### config.mk
export PLATFORM = sky130hd
export DESIGN_NAME = step_profile_gen
export DESIGN_NICKNAME = d
export VERILOG_FILES = /design/src/rtl/stepgen_pkg.sv /design/src/rtl/step_timer.sv /design/src/rtl/step_profile_gen.sv
export SDC_FILE = /design/constraint.sdc
export NUM_CORES = 1
export LEC_CHECK = 0
export BUFFER_PORTS_ARGS = -buffer_cell sky130_fd_sc_hd__buf_2
export CAP_MARGIN = 20
export CORE_MARGIN = 2
export CORE_UTILIZATION = 58
export CTS_CLUSTER_SIZE = 24
export DETAILED_ROUTE_END_ITERATION = 10
export PLACE_DENSITY_LB_ADDON = 0.1
export SYNTH_ARGS = -nofsm -noshare
export SYNTH_HDL_FRONTEND = slang
export SYNTH_SLANG_ARGS = --single-unit
### constraint.sdc
create_clock -name clk -period 7 [get_ports clk]
set_clock_uncertainty 0.2 [all_clocks]
set_input_delay 1.4 -clock clk [delete_from_list [all_inputs] [get_ports clk]]
set_output_delay 1.4 -clock clk [all_outputs]
set_load 0.01 [all_outputs]
### src/rtl/stepgen_pkg.sv
// Shared definitions for the step profile generator: state encoding, period floor
// default and saturating period arithmetic.
package stepgen_pkg;

  localparam int unsigned T_FLOOR_DEF = 2;
  localparam int unsigned MAX_W       = 64;

  typedef enum logic [1:0] {
    ST_IDLE   = 2'd0,
    ST_ACCEL  = 2'd1,
    ST_CRUISE = 2'd2,
    ST_DECEL  = 2'd3
  } state_e;

  // a - b floored at lo, never wrapping; callers guarantee a >= lo
  function automatic logic [MAX_W-1:0] sat_sub(input logic [MAX_W-1:0] a,
                                              input logic [MAX_W-1:0] b,
                                              input logic [MAX_W-1:0] lo);
    logic [MAX_W-1:0] r;
    if (b >= (a - lo)) r = lo;
    else               r = a - b;
    return r;
  endfunction

  // a + b computed one bit wider and clamped to hi
  function automatic logic [MAX_W-1:0] sat_add(input logic [MAX_W-1:0] a,
                                              input logic [MAX_W-1:0] b,
                                              input logic [MAX_W-1:0] hi);
    logic [MAX_W:0]   s;
    logic [MAX_W-1:0] r;
    s = {1'b0, a} + {1'b0, b};
    if (s > {1'b0, hi}) r = hi;
    else                r = s[MAX_W-1:0];
    return r;
  endfunction

endpackage

### src/rtl/step_timer.sv
// Period down-counter with pulse-width compare: drives STEP high for
// min(PULSE_W, period-1) clocks and strobes on the last clock of each period.
module step_timer
  import stepgen_pkg::*;
#(
  parameter int unsigned W       = 32,
  parameter int unsigned PULSE_W = 50
) (
  input  logic         clk,
  input  logic         reset,
  input  logic         load,
  input  logic [W-1:0] period,
  output logic         step,
  output logic         boundary_c
);

  localparam logic [W-1:0] PW  = W'(PULSE_W);
  localparam logic [W-1:0] ONE = W'(1);

  logic [W-1:0] period_q;
  logic [W-1:0] elapsed_q;
  logic [W-1:0] high_w;
  logic         running_q;
  logic         step_q;

  always_comb begin
    high_w     = (PW < (period_q - ONE)) ? PW : (period_q - ONE);
    boundary_c = running_q && (elapsed_q == (period_q - ONE));
  end

  // a new period always restarts with STEP high; no reload at a boundary stops the train
  always_ff @(posedge clk) begin
    if (!reset) begin
      period_q  <= '0;
      elapsed_q <= '0;
      running_q <= 1'b0;
      step_q    <= 1'b0;
    end else if (load) begin
      period_q  <= period;
      elapsed_q <= '0;
      running_q <= 1'b1;
      step_q    <= 1'b1;
    end else if (running_q) begin
      if (boundary_c) begin
        running_q <= 1'b0;
        step_q    <= 1'b0;
      end else begin
        elapsed_q <= elapsed_q + ONE;
        step_q    <= ((elapsed_q + ONE) < high_w);
      end
    end
  end

  assign step = step_q;

endmodule

### src/rtl/step_profile_gen.sv
// Trapezoidal step-pulse generator for one axis: accelerate / cruise / decelerate
// profile FSM with ramped abort, driving the step_timer.
module step_profile_gen
  import stepgen_pkg::*;
#(
  parameter int unsigned W       = 32,
  parameter int unsigned PULSE_W = 50,
  parameter int unsigned T_FLOOR = T_FLOOR_DEF
) (
  input  logic         clk,
  input  logic         reset,
  input  logic         start,
  input  logic [W-1:0] n_steps,
  input  logic [W-1:0] t0,
  input  logic [W-1:0] tmin,
  input  logic [W-1:0] delta,
  input  logic         dir_in,
  input  logic         abort,
  output logic         step,
  output logic         dir,
  output logic         busy,
  output logic         done,
  output logic         aborted,
  output logic [W-1:0] step_count
);

  localparam logic [W-1:0] FLOOR = W'(T_FLOOR);
  localparam logic [W-1:0] ONE   = W'(1);

  state_e       state_q, state_d;
  logic [W-1:0] t_q, t_d;
  logic [W-1:0] t0e_q, t0e_d;
  logic [W-1:0] tmine_q, tmine_d;
  logic [W-1:0] delta_q, delta_d;
  logic [W-1:0] n_tgt_q, n_tgt_d;
  logic [W-1:0] cnt_q, cnt_d;
  logic [W-1:0] n_acc_q, n_acc_d;
  logic         pend_q, pend_d;
  logic         aborted_q, aborted_d;
  logic         done_q, done_d;
  logic         dir_q, dir_d;
  logic         busy_q, busy_d;

  logic [W-1:0] t0e_in, tmin_fl, tmine_in;
  logic [W-1:0] t_up, t_dn, cnt_inc, rem;
  logic         load_c, boundary_c;

  step_timer #(
    .W       (W),
    .PULSE_W (PULSE_W)
  ) u_timer (
    .clk        (clk),
    .reset      (reset),
    .load       (load_c),
    .period     (t_d),
    .step       (step),
    .boundary_c (boundary_c)
  );

  // Effective periods of the incoming move, and next-period candidates
  always_comb begin
    t0e_in   = (t0 < FLOOR) ? FLOOR : t0;
    tmin_fl  = (tmin < FLOOR) ? FLOOR : tmin;
    tmine_in = (tmin_fl > t0e_in) ? t0e_in : tmin_fl;
    t_up     = W'(sat_add(MAX_W'(t_q), MAX_W'(delta_q), MAX_W'(t0e_q)));
    t_dn     = W'(sat_sub(MAX_W'(t_q), MAX_W'(delta_q), MAX_W'(tmine_q)));
    cnt_inc  = cnt_q + ONE;
    rem      = n_tgt_q - cnt_inc;
  end

  always_ff @(posedge clk) begin
    if (!reset) begin
      state_q   <= ST_IDLE;
      t_q       <= '0;
      t0e_q     <= '0;
      tmine_q   <= '0;
      delta_q   <= '0;
      n_tgt_q   <= '0;
      cnt_q     <= '0;
      n_acc_q   <= '0;
      pend_q    <= 1'b0;
      aborted_q <= 1'b0;
      done_q    <= 1'b0;
      dir_q     <= 1'b0;
      busy_q    <= 1'b0;
    end else begin
      state_q   <= state_d;
      t_q       <= t_d;
      t0e_q     <= t0e_d;
      tmine_q   <= tmine_d;
      delta_q   <= delta_d;
      n_tgt_q   <= n_tgt_d;
      cnt_q     <= cnt_d;
      n_acc_q   <= n_acc_d;
      pend_q    <= pend_d;
      aborted_q <= aborted_d;
      done_q    <= done_d;
      dir_q     <= dir_d;
      busy_q    <= busy_d;
    end
  end

  // Profile FSM: all decisions happen at period boundaries except move acceptance
  always_comb begin
    state_d   = state_q;
    t_d       = t_q;
    t0e_d     = t0e_q;
    tmine_d   = tmine_q;
    delta_d   = delta_q;
    n_tgt_d   = n_tgt_q;
    cnt_d     = cnt_q;
    n_acc_d   = n_acc_q;
    pend_d    = pend_q;
    aborted_d = aborted_q;
    dir_d     = dir_q;
    done_d    = 1'b0;
    load_c    = 1'b0;

    case (state_q)
      ST_IDLE: begin
        if (start) begin
          dir_d     = dir_in;
          delta_d   = delta;
          t0e_d     = t0e_in;
          tmine_d   = tmine_in;
          n_tgt_d   = n_steps;
          cnt_d     = '0;
          n_acc_d   = '0;
          aborted_d = 1'b0;
          pend_d    = 1'b0;
          t_d       = t0e_in;
          if (n_steps == '0) begin
            done_d = 1'b1;
          end else begin
            state_d = ST_ACCEL;
            load_c  = 1'b1;
          end
        end
      end
      default: begin
        if ((state_q != ST_DECEL) && abort) pend_d = 1'b1;
        if (boundary_c) begin
          cnt_d = cnt_inc;
          if (rem == '0) begin
            state_d = ST_IDLE;
            done_d  = 1'b1;
            pend_d  = 1'b0;
          end else if ((state_q != ST_DECEL) && (pend_q || abort)) begin
            // ramped stop: mirror the steps spent accelerating
            n_tgt_d   = cnt_inc + n_acc_q;
            aborted_d = 1'b1;
            pend_d    = 1'b0;
            if (n_acc_q == '0) begin
              state_d = ST_IDLE;
              done_d  = 1'b1;
            end else begin
              state_d = ST_DECEL;
              t_d     = t_up;
              load_c  = 1'b1;
            end
          end else begin
            load_c = 1'b1;
            case (state_q)
              ST_ACCEL: begin
                if (rem <= n_acc_q) begin
                  state_d = ST_DECEL;
                  t_d     = t_up;
                end else begin
                  t_d = t_dn;
                  if (t_dn != t_q) n_acc_d = n_acc_q + ONE;
                  if (t_dn == tmine_q) state_d = ST_CRUISE;
                end
              end
              ST_CRUISE: begin
                if (rem <= n_acc_q) begin
                  state_d = ST_DECEL;
                  t_d     = t_up;
                end
              end
              default: t_d = t_up;
            endcase
          end
        end
      end
    endcase

    busy_d = (state_d != ST_IDLE);
  end

  assign dir        = dir_q;
  assign busy       = busy_q;
  assign done       = done_q;
  assign aborted    = aborted_q;
  assign step_count = cnt_q;

endmodule

==> reports/qor.csv, run 1 <==
stage;metric;value;unit
run_status;status;finished with violations;
run_status;violations;negative setup slack;
cells_and_area;antenna_cells;0;
power;clkPwrFrac;0.258;
run;maxCapViolations;0;
floorplan;core_area;52200;sq um
critical_path;crit_fanout;8;
sta;timing.slew.headroom;0.314;
synth;synth_area_leaders;dfxtp_1 19%, ha_1 13%, a21oi_1 6.0%, nand2_1 5.6%, xnor2_1 5.6%;
sta;grt_setup_unrepaired;true;
critical_path;critical-path-slowest-cell;or4_4;
cells_and_area;finalNetCount;4957;
sta;worstMarginPinSlew;1030;ps
synth;yosysWarnings;0;
clocking;clk_latency;600;ps
sta;finalHoldViolations;0;
hold_path;worstHoldStart;t0e_q[27];
power;p_leak;16.4;nW
sta;timing.final.ws_setup;-95.9;ps
critical_path;cpPeakStageDelay;510;ps
place;dpl.cell_count;5106;
routing;wl_met2;52100;microns
floorplan;initial_core_util;0.584;
synth;synth_common_cells;455 x nand2_1, 363 x a21oi_1, 326 x ha_1, 297 x dfxtp_1, 295 x nor2_1;
critical_path;crit_type;reg -> reg;
sta;setup-tns-final;-370;ps
power;finalPower;7.79;mW
power;vdd.ir_drop.worst;0.218;mV
cells_and_area;drive_above_1_share;0.180;
power;p_sw_frac;0.416;
routing;final_antenna_net_count;0;
synth;ys.flop_type;dfxtp_1;
critical_path;ff2ff_path_depth;34;
sta;hold_slack;256;ps
clocking;cts_buffer_depth;3;
routing;wl_met3;12800;microns
sta;finalSetupViolations;11;
power;powerDensity;213;nW/um^2
place;pre_cts_slack;-617;ps
hold_path;holdPathEnd;t0e_q[27];
synth;ys_seq_area_frac;0.195;
grt;grt_first_pass_wirelength;180000;microns
floorplan;ios;170;
grt;grt_pass1_vias;30300;
critical_path;startpoint_type;flop;
power;seq_power_share;0.245;
synth;synth_top_area_cell;dfxtp_1;
cells_and_area;fin_area;36600;sq um
sta;layout_min_cycle_time;7100;ps
synth;synth_area;30500;sq um
sta;min_period_over_period;1.01;
power;combPwrFrac;0.497;
synth;ys_async_sr_fraction;0;
cells_and_area;instances_no_fill;5208;
cells_and_area;regArea;5950;sq um
cells_and_area;final_util;0.701;
hold_path;hold_class;reg -> reg;
clocking;numCtsBuffers;39;
power;internal_power;4.55;mW
routing;drt-initial-drc-count;3166;
cells_and_area;multi_input_area;23600;sq um
routing;drt-vias-per-instance;6.37;
routing;highest_layer;met5;
critical_path;required;7280;ps
clocking;cts_hold_buf;0;
clocking;cts_tree;built;
clocking;cts-root-buf;clkbuf_16;
sta;clock.fmax;141;MHz
grt;antenna_found_initial;9;
place;gp_congestion;1.08;
routing;wl_met1;48600;microns
synth;syn_inst;4113;
grt;grt_max_degree;83;
grt;grt-ovfl-total;0;
synth;netlist.area_leader.share;0.195;
routing;first_pass_iters;6;
sta;report.final.slew_viol_count;0;
critical_path;critPathMostFrequentCell;a21oi_2;
critical_path;arrival;7370;ps
routing;vias;33200;
clocking;cts.sinks;297;
place;place_area;34200;sq um
floorplan;chipHeight;233;microns
power;p_switching;3.24;mW
critical_path;rr_startpoint;tmine_q[1];
critical_path;r2r_slack;-100;ps
cells_and_area;area_growth;20.1;%
critical_path;end_kind;flop;
floorplan;rows;84;
clocking;htree_levels;2;
synth;synth_seq_cells;297;
synth;synth.avg_cell_area;7.42;sq um
floorplan;die_area;54500;sq um
routing;drc;0;
synth;synth_edf_count;0;
place;portBuffers;169;
cells_and_area;nFillCells;4521;
grt;grt.total_usage;0.431;
place;dp_hpwl;94200;microns
floorplan;fp.dieW;233;microns
clocking;clk_pin_slew;60;ps
critical_path;reg2reg_to;n_acc_q[13];
synth;yosys.cell_count.top_type;nand2_1;
routing;drt-total-wl;122000;microns
routing;avgRoutedWirePerCell;23.4;microns
synth;synth_cell_types;100;
hold_path;whs_path_depth;2;
cells in the final DEF (no fill, tap or decap), types with 15 or more instances in the layout:
cell       instances
o21bai_1          27
a21oi_1          345
o211ai_1          52
nor3_1            66
conb_1            26
nor2b_1           29
clkbuf_16         40
nor2_1           287
nand4_1           88
or3_1             31
o21ai_0          164
xor2_1           125
buf_2            169
mux2i_1          103
or2_2             15
dfxtp_1          290
nand2b_1          39
o21a_1            42
o22a_1            24
and2_1            35
nand2_1          452
nor4_1            73
a21oi_2           16
inv_1            276
a21o_1           102
xnor2_1          190
a31oi_1           29
a211oi_1          39
ha_1             318
and3_1            43
nand3b_1          15
nand3_1          112
buf_4            356
o31ai_1           23
power groups by stage:
| stage | Combinational, mW | Clock (mW) | Sequential, mW |
|---|---|---|---|
| floorplan | 2.25 | 0 | 1.90 |
| global placement | 3.46 | 0 | 1.93 |
| detailed placement | 3.47 | 0 | 1.93 |
| CTS | 3.58 | 2.02 | 1.90 |
| global route | 4.14 | 2.08 | 1.91 |
| finish | 3.88 | 2.01 | 1.91 |
layer usage:
| layer | up-vias | GRT usage |
|---|---|---|
| met1 | 15400 | 0.552 |
| met2 | 1826 | 0.673 |
| li1 | 15500 | - |
| met4 | 12 | 0.238 |
| met3 | 454 | 0.0917 |
| met5 | - | 0 |
logic make-up after synthesis:
family                     after synthesis  share of synthesized area
and+or+nand+nor                       1404                      0.225
AOI/OAI and AO/OA                     1110                      0.239
xor gates and xnor gates               330                     0.0984
muxes                                  123                     0.0410
adders and majority gates              331                      0.137
buffers and inverters                  517                     0.0644
DFF                                    297                      0.195
other                                    1                   0.000123
worst max-delay path: cells and delay by family (launching register included):
family,cells,cell delay [ps]
AO/OA/AOI/OAI,16,3020
AND/OR/NAND/NOR,8,1610
buffers and inverters,6,830
adder cells (fa/ha/maj),2,550
flip-flops,1,330
multiplexers,1,290
XOR/XNOR,1,140
worst max-delay path by stage:
stage                        from          end  cells past startpoint
floorplan           step_count[0]  n_acc_q[30]                     35
global placement       tmine_q[1]  n_acc_q[19]                     35
detailed placement     tmine_q[1]  n_acc_q[25]                     35
CTS                    tmine_q[1]   n_acc_q[7]                     36
global route           tmine_q[1]  n_acc_q[13]                     34
finish                 tmine_q[1]  n_acc_q[13]                     34
final cells by class:
cell class | instances | share of cell area
clock buffers | 49 | 0.0282
clock inverters | 19 | 0.00499
inverters | 279 | 0.0287
multi-input cells | 3325 | 0.645
flip-flops and latches | 297 | 0.163
well taps | 688 | 0.0235
repair buffers | 551 | 0.107
flip-flops by register name, indices dropped and copies added, names as in the netlist:
register           cells
step_count            32
done                   1
aborted                1
n_tgt_q               32
state_q                2
u_timer.elapsed_q     32
delta_q               32
pend_q                 1
t0e_q                 32
dir                    1
t_q                   32
u_timer.running_q      1
u_timer.step           1
tmine_q               32
busy                   1
n_acc_q               32
u_timer.period_q      32
what timing repair did:
| item | 4_1_cts | 5_1_grt |
|---|---|---|
| resized for setup | 47 | 133 |
| pin swaps | 33 | 62 |
| cloned | 3 | 1 |
| buffers inserted | 13 | 21 |
| setup endpoints to repair | 54 | 98 |
(Power assumes the default switching activity.)
==> run 2, diff against run 1 <==
--- a/config.mk
+++ b/config.mk
@@ -7,8 +7,10 @@
 export LEC_CHECK = 0
 export BUFFER_PORTS_ARGS = -buffer_cell sky130_fd_sc_hd__buf_2
 export CAP_MARGIN = 20
+export CELL_PAD_IN_SITES_DETAIL_PLACEMENT = 1
+export CELL_PAD_IN_SITES_GLOBAL_PLACEMENT = 2
 export CORE_MARGIN = 2
-export CORE_UTILIZATION = 58
+export CORE_UTILIZATION = 34
 export CTS_CLUSTER_SIZE = 24
 export DETAILED_ROUTE_END_ITERATION = 10
 export PLACE_DENSITY_LB_ADDON = 0.1
==> run 2 against run 1 <==
Effect of this change:
- the flow still finishes with violations (negative setup slack)
- clock power increased by 17%
- sequential power hardly changed
- first-iteration DRC count decreased by 17%
- core utilization is 27 points lower
- non-clock buffer count grew 152
- critical endpoint is now n_acc_q[9]
==> reports/qor.csv, run 2 (synthesis gave the netlist of run 1 again) <==
stage;metric;value;unit;change
run_status;status;finished with violations;;unchanged
run_status;violations;negative setup slack;;unchanged
routing;avgRoutedWirePerCell;25.4;microns;was 23.4 microns
sta;worstMarginPinSlew;1000;ps;was 1030 ps
routing;drt-vias-per-instance;5.68;;was 6.37
critical_path;required;7350;ps;was 7280 ps
cells_and_area;layout_commonest_cell;buf_4;;was nand2_1
sta;clock.fmax;141;MHz;about the same
place;dpl.cell_count;5725;;was 5,106
place;portBuffers;169;;unchanged
sta;timing.final.ws_setup;-96.8;ps;was -95.9 ps
grt;grt.total_usage;0.315;;was 0.431
sta;setup-tns-final;-1260;ps;was -370 ps
critical_path;crit_family;compound AO/OA/AOI/OAI gates;;unchanged
cells_and_area;finalNetCount;5111;;was 4,957
floorplan;initial_core_util;0.344;;was 0.584
critical_path;worst-path-buf-inv;6;;unchanged
floorplan;rows;109;;was 84
critical_path;startpoint_type;flop;;unchanged
power;powerDensity;219;nW/um^2;was 213 nW/um^2
clocking;htree_levels;2;;unchanged
grt;grt_first_pass_wirelength;217000;microns;was 180,000 microns
sta;layout_min_cycle_time;7100;ps;about the same
place;pre_cts_slack;-889;ps;was -617 ps
critical_path;critical-path-slowest-cell;or4_4;;unchanged
power;p_leak;17.3;nW;was 16.4 nW
sta;grt_setup_unrepaired;true;;unchanged
critical_path;end_kind;flop;;unchanged
sta;finalHoldViolations;0;;unchanged
critical_path;crit_fanout;15;;was 8
clocking;numCtsBuffers;42;;was 39
critical_path;critPathMostFrequentCell;a21oi_2;;unchanged
place;dp_hpwl;120000;microns;was 94,200 microns
routing;drt-total-wl;148000;microns;was 122,000 microns
grt;antenna_found_initial;5;;was 9
sta;finalSetupViolations;21;;was 11
cells_and_area;instances_no_fill;5845;;was 5,208
sta;hold_slack;256;ps;about the same
place;gp_congestion;0.975;;was 1.08
cells_and_area;layout_common_cells;508 x buf_4, 451 x nand2_1, 349 x a21oi_1;;was 452 x nand2_1, 356 x buf_4, 345 x a21oi_1
cells_and_area;drive_above_1_share;0.213;;was 0.180
routing;first_pass_iters;5;;was 6
sta;timing.slew.headroom;0.325;;was 0.314
routing;vias;33200;;about the same
floorplan;ios;170;;unchanged
floorplan;die_area;92100;sq um;was 54,500 sq um
clocking;clk_pin_slew;60;ps;about the same
cells_and_area;nFillCells;11000;;was 4,521
clocking;cts_tree;built;;unchanged
critical_path;critPathLaunch;tmine_q[1];;unchanged
sta;min_period_over_period;1.01;;about the same
clocking;cts-root-buf;clkbuf_16;;unchanged
run;maxCapViolations;0;;unchanged
clocking;cts_buffer_depth;3;;unchanged
power;vdd.ir_drop.worst;0.182;mV;was 0.218 mV
grt;grt-ovfl-total;0;;unchanged
clocking;cts.sinks;297;;unchanged
floorplan;fp.dieW;304;microns;was 233 microns
floorplan;core_area;88600;sq um;was 52,200 sq um
grt;grt_max_degree;74;;was 83
cells_and_area;area_growth;26.8;%;was 20.1%
hold_path;hold_class;reg -> reg;;unchanged
routing;drt-initial-drc-count;2637;;was 3,166
critical_path;rr_startpoint;tmine_q[1];;unchanged
clocking;cts_hold_buf;0;;unchanged
hold_path;worstHoldStart;dir;;was t0e_q[27]
floorplan;chipHeight;304;microns;was 233 microns
cells_and_area;final_util;0.436;;was 0.701
routing;drc;0;;unchanged
routing;final_antenna_net_count;0;;unchanged
critical_path;cpPeakStageDelay;510;ps;about the same
clocking;clk_latency;650;ps;was 600 ps
grt;grt_pass1_vias;32700;;was 30,300
critical_path;arrival;7440;ps;was 7370 ps
sta;report.final.slew_viol_count;0;;unchanged
critical_path;crit_type;reg -> reg;;unchanged
## run 2: through the flow
stage | power (mW) | area [sq um]
final | 8.46 | 38700
after floorplan | 4.15 | 30600
after global routing | 8.90 | 38700
after global placement | 5.75 | 35900
after CTS | 8.26 | 37700
after detailed placement | 5.78 | 35900
## run 2: layout make-up
type                    instances  area, sq um  area share
repair buffers                703         5030       0.130
clock inverters                15          186     0.00482
multi-input cells            3324        23700       0.613
inverters                     279         1050      0.0271
diodes                          3         7.51    0.000194
well taps                    1165         1460      0.0377
flip-flops and latches        297         5960       0.154
clock buffers                  59         1270      0.0328
## run 2: final timing paths
kind | endpoint | slack (ps) | cells after the start
worst min-delay path | dir | 260 | 2
worst min register to register | dir | 260 | 2
worst max register to register | n_acc_q[9] | -100 | 34
worst max-delay path | n_acc_q[9] | -100 | 34
## run 2: where the power goes
part / leakage (nW) / internal, mW / total, mW / switching (mW)
logic: 14.1 / 1.77 / 4.19 / 2.42
registers: 2.44 / 1.78 / 1.92 / 0.133
clock network: 0.714 / 1.40 / 2.36 / 0.951
## run 2: per-layer routing
metal / part of all wire / track usage / vias to the layer above
met3: 0.079 / 0.0764 / 153
li1: - / - / 15800
met2: 0.41 / 0.463 / 938
met4: 0.023 / 0.0717 / 2
met1: 0.48 / 0.460 / 16300
met5: 0.000088 / 0 / -
## run 2: worst min-delay path, stage by stage (launching register included)
cell and delay [ps]:
dfxtp_1 300, nand2_1 50, a21oi_1 50
## run 2: timing repair
| action | 4_1_cts | 5_1_grt |
|---|---|---|
| buffers inserted | 11 | 29 |
| endpoints found under the setup margin | 94 | 99 |
| gates resized for setup | 63 | 141 |
| pin swaps | 23 | 83 |
| cloned | 1 | 1 |
